`src/rtl/dwt_pkg.sv`:
```
// Shared definitions for the dwt_window sliding-window generator.
//   state_t      : line-level control state (RUN accepts samples, FLUSH pads out the right edge)
//   flush_count  : extra right-edge windows emitted per line for a given LEN
//   edge_rep     : pad-select helper; 1 when pads replicate the line's edge samples
// Build option: DWT_WINDOW_EDGE_REP_EN selects edge replication instead of zero padding.
package dwt_pkg;

  typedef enum logic {
    RUN,
    FLUSH
  } state_t;

  function automatic int unsigned flush_count(input int unsigned len);
    return (len - 2) / 2;
  endfunction

  function automatic logic edge_rep();
`ifdef DWT_WINDOW_EDGE_REP_EN
    return 1'b1;
`else
    return 1'b0;
`endif
  endfunction

endpackage

```
`src/rtl/dwt_window_if.sv`:
```
// Handshake bundle for dwt_window.
//   in_valid/in_ready/in_data/in_last      : sample stream, one sample per channel
//   out_valid/out_ready/out_data/out_first/out_last : window stream
// master: producer of samples and consumer of windows. slave: the window block.
interface dwt_window_if #(
  parameter int unsigned BW  = 8,
  parameter int unsigned LEN = 4,
  parameter int unsigned CH  = 1
);
  logic                  in_valid;
  logic                  in_ready;
  logic [CH*BW-1:0]      in_data;
  logic                  in_last;
  logic                  out_valid;
  logic                  out_ready;
  logic [CH*LEN*BW-1:0]  out_data;
  logic                  out_first;
  logic                  out_last;

  modport master (
    output in_valid, in_data, in_last, out_ready,
    input  in_ready, out_valid, out_data, out_first, out_last
  );

  modport slave (
    input  in_valid, in_data, in_last, out_ready,
    output in_ready, out_valid, out_data, out_first, out_last
  );
endinterface

```
`src/rtl/dwt_window_lane.sv`:
```
// One channel of dwt_window: pair register, LEN-tap shift array, last-sample register.
//   clock, reset_n : clock and asynchronous active-low reset
//   hold_en        : even sample accepted, pair not complete -> hold it
//   pair_en        : pair completes from the input -> shift window by two
//   pad_odd        : pair completes on an even in_last sample; odd slot is padded
//   line_start     : the completing pair is the first of its line (left padding)
//   flush_en       : shift a pad pair in after the line has ended
//   last_en        : the line's last sample is being accepted
//   sample         : this channel's input sample
//   window         : taps packed, tap 0 (oldest) in the low bits
// Pad values come from dwt_pkg::edge_rep (macro DWT_WINDOW_EDGE_REP_EN).
module dwt_window_lane
  import dwt_pkg::*;
#(
  parameter int unsigned BW  = 8,
  parameter int unsigned LEN = 4
) (
  input  logic              clock,
  input  logic              reset_n,
  input  logic              hold_en,
  input  logic              pair_en,
  input  logic              pad_odd,
  input  logic              line_start,
  input  logic              flush_en,
  input  logic              last_en,
  input  logic [BW-1:0]     sample,
  output logic [LEN*BW-1:0] window
);

  logic [BW-1:0] held;
  logic [BW-1:0] last_smp;
  logic [BW-1:0] taps [LEN];
  logic [BW-1:0] ev;
  logic [BW-1:0] od;
  logic [BW-1:0] left_pad;
  logic [BW-1:0] flush_pad;

  // On an odd-length line the even sample arrives live and is also the line's last sample.
  always_comb begin
    ev        = pad_odd ? sample : held;
    od        = pad_odd ? (edge_rep() ? sample : '0) : sample;
    left_pad  = edge_rep() ? ev : '0;
    flush_pad = edge_rep() ? last_smp : '0;
  end

  always_ff @(posedge clock or negedge reset_n) begin
    if (!reset_n) begin
      held     <= '0;
      last_smp <= '0;
      for (int unsigned t = 0; t < LEN; t++) taps[t] <= '0;
    end else begin
      if (hold_en) held <= sample;
      if (last_en) last_smp <= sample;
      if (pair_en || flush_en) begin
        for (int unsigned t = 0; t + 2 < LEN; t++)
          taps[t] <= (pair_en && line_start) ? left_pad : taps[t+2];
        taps[LEN-2] <= pair_en ? ev : flush_pad;
        taps[LEN-1] <= pair_en ? od : flush_pad;
      end
    end
  end

  for (genvar t = 0; t < LEN; t++) begin : g_pack
    assign window[t*BW +: BW] = taps[t];
  end

endmodule

```
`src/rtl/dwt_window.sv`:
```
// Sliding-window generator: pairs incoming samples and emits one LEN-tap window per pair,
// with left-edge padding, odd-line padding and a right-edge flush after each line.
//   clock, reset_n : clock and asynchronous active-low reset
//   bus (slave)    : in_valid/in_ready/in_data/in_last sample stream,
//                    out_valid/out_ready/out_data/out_first/out_last window stream
// Parameters BW (sample bits), LEN (even taps >= 2), CH (lockstep channels).
// Build option: DWT_WINDOW_EDGE_REP_EN replicates edge samples instead of zero padding.
module dwt_window
  import dwt_pkg::*;
#(
  parameter int unsigned BW  = 8,
  parameter int unsigned LEN = 4,
  parameter int unsigned CH  = 1
) (
  input logic         clock,
  input logic         reset_n,
  dwt_window_if.slave bus
);

  localparam int unsigned NF = flush_count(LEN);
  localparam int unsigned CW = (NF == 0) ? 1 : $clog2(NF + 1);

  state_t        state, state_next;
  logic          parity;
  logic          ready_en;
  logic          line_start;
  logic          out_valid_r;
  logic          out_first_r;
  logic          out_last_r;
  logic [CW-1:0] flush_cnt;
  logic          can_load;
  logic          hold_en;
  logic          pair_en;
  logic          pad_odd;
  logic          flush_en;

  always_ff @(posedge clock or negedge reset_n) begin
    if (!reset_n) state <= RUN;
    else          state <= state_next;
  end

  // An even sample without in_last never loads the output stage, so it need not
  // wait for the consumer; anything that completes a pair does.
  always_comb begin
    state_next   = state;
    can_load     = !out_valid_r || bus.out_ready;
    bus.in_ready = 1'b0;
    hold_en      = 1'b0;
    pair_en      = 1'b0;
    pad_odd      = 1'b0;
    flush_en     = 1'b0;
    case (state)
      RUN: begin
        bus.in_ready = ready_en && ((!parity && !bus.in_last) || can_load);
        if (bus.in_valid && bus.in_ready) begin
          if (parity || bus.in_last) begin
            pair_en = 1'b1;
            pad_odd = !parity;
            if (bus.in_last && NF != 0) state_next = FLUSH;
          end else begin
            hold_en = 1'b1;
          end
        end
      end
      FLUSH: begin
        if (out_valid_r && bus.out_ready) begin
          if (flush_cnt != '0) flush_en = 1'b1;
          else                 state_next = RUN;
        end
      end
      default: state_next = RUN;
    endcase
  end

  always_ff @(posedge clock or negedge reset_n) begin
    if (!reset_n) begin
      ready_en    <= 1'b0;
      parity      <= 1'b0;
      line_start  <= 1'b1;
      out_valid_r <= 1'b0;
      out_first_r <= 1'b0;
      out_last_r  <= 1'b0;
      flush_cnt   <= '0;
    end else begin
      ready_en <= 1'b1;
      if (hold_en) parity <= 1'b1;
      if (pair_en) begin
        parity      <= 1'b0;
        line_start  <= bus.in_last;
        out_valid_r <= 1'b1;
        out_first_r <= line_start;
        out_last_r  <= bus.in_last && (NF == 0);
        flush_cnt   <= CW'(NF);
      end else if (flush_en) begin
        flush_cnt   <= flush_cnt - 1'b1;
        out_first_r <= 1'b0;
        out_last_r  <= (flush_cnt == CW'(1));
      end else if (out_valid_r && bus.out_ready) begin
        out_valid_r <= 1'b0;
      end
    end
  end

  assign bus.out_valid = out_valid_r;
  assign bus.out_first = out_first_r;
  assign bus.out_last  = out_last_r;

  for (genvar c = 0; c < CH; c++) begin : g_lane
    dwt_window_lane #(
      .BW  (BW),
      .LEN (LEN)
    ) u_lane (
      .clock      (clock),
      .reset_n    (reset_n),
      .hold_en    (hold_en),
      .pair_en    (pair_en),
      .pad_odd    (pad_odd),
      .line_start (line_start),
      .flush_en   (flush_en),
      .last_en    (pair_en && bus.in_last),
      .sample     (bus.in_data[c*BW +: BW]),
      .window     (bus.out_data[c*LEN*BW +: LEN*BW])
    );
  end

endmodule

```
`src/flat_wrapper.sv`:
```
// flat-port wrapper written by rule: the top's interface ports become plain ports
module dwt_window_flat import dwt_pkg::*;
#(
  parameter int unsigned BW  = 8,
  parameter int unsigned LEN = 4,
  parameter int unsigned CH  = 1
)
  (clock, reset_n, bus_in_valid, bus_in_data, bus_in_last, bus_out_ready, bus_in_ready, bus_out_valid, bus_out_data, bus_out_first, bus_out_last);
  dwt_window_if #(.BW(BW), .LEN(LEN), .CH(CH)) bus_i ();
  input logic clock;
  input logic reset_n;
  input wire logic [$bits(bus_i.in_valid)-1:0] bus_in_valid;
  input wire logic [$bits(bus_i.in_data)-1:0] bus_in_data;
  input wire logic [$bits(bus_i.in_last)-1:0] bus_in_last;
  input wire logic [$bits(bus_i.out_ready)-1:0] bus_out_ready;
  output wire logic [$bits(bus_i.in_ready)-1:0] bus_in_ready;
  output wire logic [$bits(bus_i.out_valid)-1:0] bus_out_valid;
  output wire logic [$bits(bus_i.out_data)-1:0] bus_out_data;
  output wire logic [$bits(bus_i.out_first)-1:0] bus_out_first;
  output wire logic [$bits(bus_i.out_last)-1:0] bus_out_last;
  assign bus_i.in_valid = bus_in_valid;
  assign bus_i.in_data = bus_in_data;
  assign bus_i.in_last = bus_in_last;
  assign bus_i.out_ready = bus_out_ready;
  assign bus_in_ready = bus_i.in_ready;
  assign bus_out_valid = bus_i.out_valid;
  assign bus_out_data = bus_i.out_data;
  assign bus_out_first = bus_i.out_first;
  assign bus_out_last = bus_i.out_last;
  dwt_window #(.BW(BW), .LEN(LEN), .CH(CH)) u_core (.clock(clock), .reset_n(reset_n), .bus(bus_i));
endmodule
```
`config.mk`:
```
export PLATFORM = sky130hd
export DESIGN_NAME = dwt_window_flat
export DESIGN_NICKNAME = d
export VERILOG_FILES = /design/src/rtl/dwt_pkg.sv /design/src/rtl/dwt_window_if.sv /design/src/rtl/dwt_window_lane.sv /design/src/rtl/dwt_window.sv /design/src/flat_wrapper.sv
export SDC_FILE = /design/constraint.sdc
export NUM_CORES = 1
export LEC_CHECK = 0
export CAP_MARGIN = 20
export CORE_MARGIN = 2
export CORE_UTILIZATION = 47
export CTS_BUF_LIST = sky130_fd_sc_hd__clkbuf_16
export DETAILED_ROUTE_END_ITERATION = 12
export PLACE_DENSITY = 0.77
export SLEW_MARGIN = 15
export SYNTH_ARGS = -nofsm -noshare
export SYNTH_HDL_FRONTEND = slang
export SYNTH_SLANG_ARGS = --single-unit
```
`constraint.sdc`:
```
create_clock -name clock -period 2.3 [get_ports clock]
set_clock_uncertainty 0.15 [all_clocks]
set_input_delay 0.345 -clock clock [delete_from_list [all_inputs] [get_ports clock]]
set_output_delay 0.345 -clock clock [all_outputs]
set_load 0.05 [all_outputs]
```
==> results_dict.tcl, run 1 <==
set metrics [dict create \
    slew_viol_final 0 \
    vdd_ir_drop_max_v 0.0009693 \
    yosysWarningCount 0 \
    fin_nets 207 \
    start_kind "input pin" \
    die_x_um 67.11 \
    relSlewSlack 0.6519 \
    grt_pass1_wl_um 7093 \
    worst_setup_path_end_kind "output port" \
    hp-class "reg -> reg" \
    core.rowCount 22 \
    max_cap_viol_count 0 \
    path_class "in -> out" \
    portBuffers 48 \
    power.density_nw_per_um2 1797 \
    p_leak_nw 1.186 \
    cp_data_required_time_ns 1.80 \
    final_common_cell "dfrtp_1" \
    htreeDepth 2 \
    avgViaCountPerCell 5.649 \
    cts_inserted_buffers 5 \
    grtUsageTotal 0.2179 \
    first_pass_iters 4 \
    syn_to_final_growth_pct 42.11 \
    yosysTopAreaCellShare 0.6283 \
    vias 1367 \
    topRoutingLayerUsed "met4" \
    ys_ff_latch 48 \
    synth_fp_nets 151 \
    critPathMaxFanout 7 \
    wirelength_um 4220 \
    antenna_cells 0 \
    synthArstFlopShare 1.000 \
    grt_remaining_overflow 0 \
    clockRootBuffer "clkbuf_16" \
    drive_above_1_share 0.1546 \
    ys.flop_type "dfrtp_1" \
    status "complete, no violations" \
    ios 49 \
    place_congestion 0.8311 \
    slowest_delay_ns 0.57 \
    clock_path_buffers 2 \
    fin_crit_sh 0.9381 \
    grt_start_max_net_pins 34 \
    final_cell_mix "47 x dfrtp_1, 46 x clkdlybuf4s50_1, 26 x a22o_1, 9 x a22oi_1" \
    path_clk_slew_ns 0.06 \
    setup_violations 0 \
    dpl.hpwl_um 2831 \
    tritoncts "done" \
    synth.area.top_cells "dfrtp_1 63%, a22o_1 12%, mux2_2 4.8%, o2bb2ai_1 3.7%, a22oi_1 3.6%" \
    cts.sinks 48 \
    avgSynthCellArea_um2 13.56 \
    fill_cells 269 \
    grt_pass1_vias 1392 \
    max_freq_ghz 0.4635 \
    seq_area_frac_synth 0.6424 \
    hold_violations 0 \
    syn_inst 138 \
    finalPower_mw 4.781 \
    wl_met3_um 284 \
    synth_edf_count 0 \
    core_um2 3744 \
    wl_met2_um 2021 \
    dieArea_um2 4503 \
    grt_setup_unrepaired "false" \
    start_util 0.5000 \
    clock_insertion_delay_worst_skew_ns 0.29 \
    fin_crit_ns 2.158 \
    drt_iter0_drc 70 \
    crit_path_top_delay_cell "clkdlybuf4s50_1" \
    worstMarginPinSlew_ns 0.5206 \
    antenna_left 0 \
    dieHeight_um 67.11 \
    cp_cell_sequence "clkdlybuf4s50_1, nand2b_1, nor2_1, nor3b_2, buf_12" \
    antenna_found_initial 0 \
    final.setup.tns_ns 0 \
    wirelength_met1_um 1849 \
    wl_per_cell_um 17.44 \
    synth_top_cell_by_area "dfrtp_1" \
    arrival_ns 1.66 \
    synth_cell_types 25 \
    drc 0 \
    syn-cell-area_um2 1872 \
]
==> synthesized netlist by cell type, drive strengths merged (2+ instances only) <==
| library cell | number |
|---|---|
| buf | 6 |
| dfrtp | 47 |
| o2bb2ai | 8 |
| nand2 | 8 |
| nand3 | 4 |
| inv | 2 |
| nor2 | 3 |
| clkbuf | 2 |
| mux2 | 8 |
| a22oi | 9 |
| o21ai | 5 |
| a22o | 26 |
==> area by class of cell <==
type,instances,area [um2],area share
multi-input combinational,80,624.3,0.2347
clock inverter,2,60.06,0.02258
clock buffer,5,125.1,0.04704
timing repair buffer,57,580.6,0.2183
inverter,2,7.507,0.002822
sequential,48,1202,0.4520
tap,48,60.06,0.02258
==> per-layer routing <==
| layer | vias up | GRT usage |
|---|---|---|
| li1 | 634 | - |
| met1 | 685 | 0.2883 |
| met2 | 41 | 0.3342 |
| met3 | 7 | 0.07939 |
| met4 | 0 | 0.07143 |
| met5 | - | 0 |
==> registers in the layout, indices dropped and copies added (netlist names) <==
register,flops
u_core.parity,1
u_core.bus.out_valid,1
u_core.g_lane.u_lane.held,8
u_core.ready_en,1
u_core.bus.out_last,1
u_core.flush_cnt,1
u_core.state,1
u_core.line_start,1
u_core.bus.out_first,1
u_core.g_lane.u_lane.window,32
==> final timing paths <==
kind	to	start	slack [ns]	depth (start not counted)
min in group asynchronous	u_core.g_lane[0].u_lane.held[0]	reset_n	0.36	2
worst max register to register	u_core.g_lane[0].u_lane.window[24]	u_core.state	0.52	5
worst min-delay path	u_core.g_lane[0].u_lane.window[6]	u_core.g_lane[0].u_lane.window[6]	0.35	1
worst max-delay path	bus_in_ready	bus_out_ready	0.14	5
max in group asynchronous	u_core.line_start	reset_n	1.04	3
worst min register to register	u_core.g_lane[0].u_lane.window[6]	u_core.g_lane[0].u_lane.window[6]	0.35	1
==> through the flow <==
step | hold WS [ns] | cell area, um2 | utilization | setup slack (ns) | std cells
final | 0.3525 | 2660 | 0.7106 | 0.1423 | 242
after floorplan | -0.1006 | 1877 | - | 0.2241 | 138
after global routing | 0.3645 | 2660 | 0.7106 | 0.05291 | 242
after CTS | 0.3542 | 2660 | 0.7106 | 0.1392 | 242
after global placement | 0.1372 | 2465 | 0.6584 | 0.1979 | 234
after detailed placement | 0.1406 | 2465 | 0.6584 | 0.1133 | 234
==> power breakdown <==
| part | internal, mW | total, mW | switching (mW) |
|---|---|---|---|
| registers | 1.24 | 1.53 | 0.294 |
| clock network | 0.616 | 0.907 | 0.291 |
| logic | 0.888 | 2.34 | 1.46 |
==> cells by family (layout without fill, tap and decap cells) <==
group	after synthesis	count (layout)	share of synthesized area
AND/OR/NAND/NOR	21	21	0.05683
AO/OA/AOI/OAI	50	50	0.2239
flip-flops	48	48	0.6424
multiplexers	8	8	0.04813
other	1	1	0.002003
buffers and inverters	10	66	0.02674
==> timing repair <==
item | 4_1_cts | 5_1_grt
hold buffers | 1 | 0
buffers inserted | 0 | 0
resized for setup | 0 | 0
hold endpoints to repair | 17 | 0
==> worst max-delay path, delay by kind of cell <==
| family | cells | cell delay, ns |
|---|---|---|
| buffers and inverters | 2 | 0.74 |
| AND/OR/NAND/NOR | 3 | 0.57 |
No activity file was read; power rests on OpenSTA's default activity.
==> run 2, diff against run 1 <==
- CORE_UTILIZATION: 47 -> 51
- PLACE_DENSITY: 0.77 -> 0.82
- clock period: 2.3 -> 2.6 ns (I/O delays scaled with it)
==> results_dict.tcl, run 2 (synthesis gave the netlist of run 1 again) <==
set metrics [dict create \
    place_area_um2 2425 \
    dieArea_um2 4171 \
    timing.rr.start "u_core.parity" \
    max_cap_viol_count 0 \
    grt_remaining_overflow 0 \
    antenna_cells 0 \
    antenna_left 0 \
    htreeDepth 2 \
    hp-class "reg -> reg" \
    worst_setup_path_end_kind "output port" \
    avgViaCountPerCell 5.733 \
    first_pass_iters 4 \
    cts_inserted_buffers 5 \
    grt_pass1_vias 1404 \
    vdd_ir_drop_max_v 0.0008263 \
    clock_insertion_delay_worst_skew_ns 0.28 \
    grt_start_max_net_pins 37 \
    largest_reg_flops 32 \
    dp_slack_ns 0.3338 \
    tritoncts "done" \
    fin_crit_ns 2.218 \
    portBuffers 48 \
    start_util 0.5191 \
    dpl.hpwl_um 2854 \
    core.rowCount 22 \
    hold_buffers 1 \
    worstMarginPinSlew_ns 0.6068 \
    syn_to_final_growth_pct 37.17 \
    post-cts-setup-buffer-count 0 \
    setup_violations 0 \
    hold_start "u_core.g_lane[0].u_lane.window[15]" \
    grtUsageTotal 0.2172 \
    cp_data_required_time_ns 2.06 \
    antenna_found_initial 0 \
    fill_cells 258 \
    drt_iter0_drc 150 \
    relSlewSlack 0.5946 \
    final_area_um2 2567 \
    crit_start "bus_out_ready" \
    final.setup.tns_ns 0 \
    place_congestion 0.8433 \
    final_cell_mix "47 x dfrtp_1, 46 x clkdlybuf4s50_1, 26 x a22o_1, 9 x a22oi_1" \
    cts.sinks 48 \
    drc 0 \
    max_freq_ghz 0.4509 \
    arrival_ns 1.68 \
    wl_per_cell_um 16.88 \
    setup_slack_ns 0.3824 \
    final_util 0.7120 \
    clock_path_buffers 2 \
    path_clk_slew_ns 0.06 \
    critPathMaxFanout 7 \
    power.density_nw_per_um2 1548 \
    status "complete, no violations" \
    wirelength_um 4050 \
    vias 1376 \
    ios 49 \
    grt_setup_unrepaired "false" \
    grt_pass1_wl_um 6872 \
    cts-resized-gates 0 \
    core_um2 3606 \
    fin_nets 205 \
    slew_viol_final 0 \
    hold_violations 0 \
    final_common_cell "dfrtp_1" \
    start_kind "input pin" \
    dieHeight_um 64.58 \
    drive_above_1_share 0.1354 \
    die_x_um 64.58 \
    path_class "in -> out" \
    holdWs_ns 0.3506 \
    p_leak_nw 1.141 \
    clockRootBuffer "clkbuf_16" \
    fin_crit_sh 0.8529 \
]
[run 2: cell types whose count changed in the layout (fill, tap and decap cells not counted)]
cell       delta
buf_12        -2
bufinv_16     -2
clkinv_1      +2
[run 2: per-stage QoR]
stage	std cells	total power, mW
2_1_floorplan	138	2.682
3_3_place_gp	232	3.336
3_5_place_dp	232	3.396
4_1_cts	240	4.000
5_1_grt	240	4.164
6_report	240	3.975
[run 2: per-layer routing]
| metal | share of wire | vias to the layer above | global-route usage | wire length (um) |
|---|---|---|---|---|
| met5 | 0 | - | 0 | 0 |
| met4 | 0.0096 | 0 | 0.06915 | 39 |
| met3 | 0.038 | 4 | 0.05208 | 153 |
| met2 | 0.53 | 40 | 0.3763 | 2142 |
| met1 | 0.42 | 701 | 0.2691 | 1714 |
| li1 | - | 631 | - | - |
[run 2: cell type report]
type | count | area [um2] | area share
Clock buffer | 5 | 125.1 | 0.04873
Clock inverter | 2 | 7.507 | 0.002924
Inverter | 2 | 7.507 | 0.002924
Multi-Input combinational cell | 80 | 624.3 | 0.2432
Sequential cell | 48 | 1202 | 0.4683
Tap cell | 48 | 60.06 | 0.02339
Timing Repair Buffer | 55 | 540.5 | 0.2105
[run 2: worst max-delay path, cell delays in order]
cell and delay [ns]:
clkdlybuf4s50_1 0.56, nand2b_1 0.24, nor2_1 0.09, nor3b_2 0.23, buf_12 0.17
[run 2: worst paths after layout]
check,endpoint,slack (ns),depth (start not counted)
worst max-delay path,bus_in_ready,0.38,5
worst min-delay path,u_core.g_lane[0].u_lane.window[15],0.35,1
worst max register to register,u_core.g_lane[0].u_lane.held[3],0.73,4
worst min register to register,u_core.g_lane[0].u_lane.window[15],0.35,1
max in group asynchronous,u_core.line_start,1.18,3
min in group asynchronous,u_core.bus.out_last,0.37,2
[run 2: where the power goes]
group          internal, mW  switching [mW]
clock network         0.344           0.240
logic                 0.756            1.25
registers              1.09           0.289
total                  2.19            1.78
==> run 3, diff against run 2 <==
- CTS_CLUSTER_SIZE: unset -> 12
- GPL_TIMING_DRIVEN: unset -> 0
==> results_dict.tcl, run 3 (synthesis gave the netlist of run 1 again) <==
set metrics [dict create \
    grtUsageTotal 0.2209 \
    grt_remaining_overflow 0 \
    power.switching_mw 1.806 \
    portBuffers 48 \
    p_sw_frac 0.4415 \
    setup_violations 0 \
    antenna_cells 0 \
    relSlewSlack 0.6621 \
    drt_iter0_drc 80 \
    worst_setup_path_end_kind "output port" \
    cts_inserted_buffers 5 \
    arrival_ns 1.74 \
    syn_to_final_growth_pct 39.10 \
    htreeDepth 2 \
    drc 0 \
    dieHeight_um 64.58 \
    fin_crit_ns 2.278 \
    clkPwrFrac 0.172 \
    largest_reg_flops 32 \
    crit_path_top_delay_cell "clkdlybuf4s50_1" \
    grt_start_max_net_pins 38 \
    avgViaCountPerCell 5.725 \
    final_cell_mix "47 x dfrtp_1, 46 x clkdlybuf4s50_1, 26 x a22o_1, 9 x a22oi_1" \
    timing.rr.start "u_core.state" \
    ios 49 \
    p_leak_nw 1.159 \
    antenna_left 0 \
    core.rowCount 22 \
    first_pass_iters 4 \
    dieArea_um2 4171 \
    fill_cells 245 \
    hold_violations 0 \
    r2r_end "u_core.g_lane[0].u_lane.window[31]" \
    start_kind "input pin" \
    finalPower_mw 4.090 \
    holdWs_ns 0.3500 \
    final_common_cell "dfrtp_1" \
    cts.sinks 48 \
    dpl.hpwl_um 3035 \
    fin_nets 208 \
    core_um2 3606 \
    post-cts-setup-buffer-count 0 \
    min_delay_worst_endpoint "u_core.g_lane[0].u_lane.window[9]" \
    power_frac_seq 0.333 \
    wl_per_cell_um 17.48 \
    hold_depth 1 \
    path_clk_slew_ns 0.06 \
    start_util 0.5191 \
    cp_data_required_time_ns 2.06 \
    clock_insertion_delay_worst_skew_ns 0.29 \
    grt_pass1_vias 1389 \
    fin_crit_sh 0.8761 \
    wirelength_um 4264 \
    internal-power_mw 2.284 \
    drive_above_1_share 0.1480 \
    antenna_found_initial 0 \
    vias 1397 \
    slew_viol_final 0 \
    place_congestion 0.8088 \
    hold_start "u_core.g_lane[0].u_lane.window[9]" \
    hp-class "reg -> reg" \
    finalNonFillerCells 244 \
    max_cap_viol_count 0 \
    max_freq_ghz 0.4390 \
    status "complete, no violations" \
    power.density_nw_per_um2 1571 \
    worstMarginPinSlew_ns 0.5053 \
    path_class "in -> out" \
    dp.cells 235 \
    cp_cell_sequence "clkdlybuf4s50_1, nand2b_1, nor2_1, nor3b_2, clkbuf_2" \
    clock_path_buffers 2 \
    rr_worst_depth 5 \
    pwr-share-comb 0.495 \
    critPathMaxFanout 7 \
    die_x_um 64.58 \
    regToRegSetupSlack_ns 0.75 \
    final_util 0.7221 \
    slowest_delay_ns 0.57 \
    clockRootBuffer "clkbuf_16" \
    grt_pass1_wl_um 6982 \
    tritoncts "done" \
    vdd_ir_drop_max_v 0.0008391 \
    grt_setup_unrepaired "false" \
]
==> run 3: changes by cell type in the layout (fill, tap and decap cells not counted) <==
cell,delta
buf_1,+1
buf_2,+4
buf_4,-6
buf_6,+1
bufinv_16,+1
clkbuf_1,+2
clkbuf_2,+1
clkinv_1,-2
clkinv_2,+1
inv_1,+1
nor2_1,-1
nor2_2,+1
==> run 3: how the worst max path moves through the flow <==
stage	from	end	cells after the start
after CTS	bus_in_last	bus_in_ready	5
after global routing	bus_out_ready	bus_in_ready	5
after detailed placement	bus_out_ready	bus_in_ready	5
final	bus_out_ready	bus_in_ready	5
after floorplan	u_core.bus.out_valid	bus_in_ready	3
after global placement	bus_in_last	bus_in_ready	5
==> run 3: worst max-delay path, delay by kind of cell <==
kind	cells	cell delay, ns
simple gates	3	0.49
buf+inv	2	0.86
==> run 3: metrics by stage <==
| step | setup TNS, ns | worst slack, ns | instance area (um2) |
|---|---|---|---|
| CTS | 0 | 0.06143 | 2605 |
| floorplan | 0 | 0.4791 | 1877 |
| global placement | -9.948 | -0.2346 | 2417 |
| global route | 0 | 0.2120 | 2604 |
| detailed placement | -0.2084 | -0.2084 | 2432 |
| finish | 0 | 0.3223 | 2604 |
==> run 3: layer usage <==
metal | wire, um | GRT usage | vias to the layer above
li1 | - | - | 636
met1 | 1874 | 0.2958 | 710
met2 | 2157 | 0.3659 | 43
met3 | 159 | 0.04167 | 8
met4 | 71 | 0.07181 | 0
met5 | 0 | 0 | -
==> run 3: cell type report <==
type                       instances  area (um2)  share of cell area
sequential                        48        1202              0.4618
multi-input combinational         80       626.9              0.2407
timing repair buffer              50       500.5              0.1922
clock buffer                       5       125.1             0.04805
tap                               48       60.06             0.02307
buffer                             8       42.54             0.01634
clock inverter                     3       38.79             0.01490
inverter                           2       7.507            0.002883
==> run 3: repair_timing <==
item	in CTS	in global routing
endpoints found under the hold margin	10	0
endpoints found under the setup margin	1	1
resized for setup	1	3
hold buffers	1	0
==> run 3: power groups by stage <==
stage,clock network [mW],registers [mW],logic (mW)
after floorplan,0,2.17,0.514
after global placement,0,1.33,1.99
after detailed placement,0,1.36,2.03
after CTS,0.714,1.36,2.04
after global routing,0.750,1.41,2.12
final,0.705,1.36,2.02
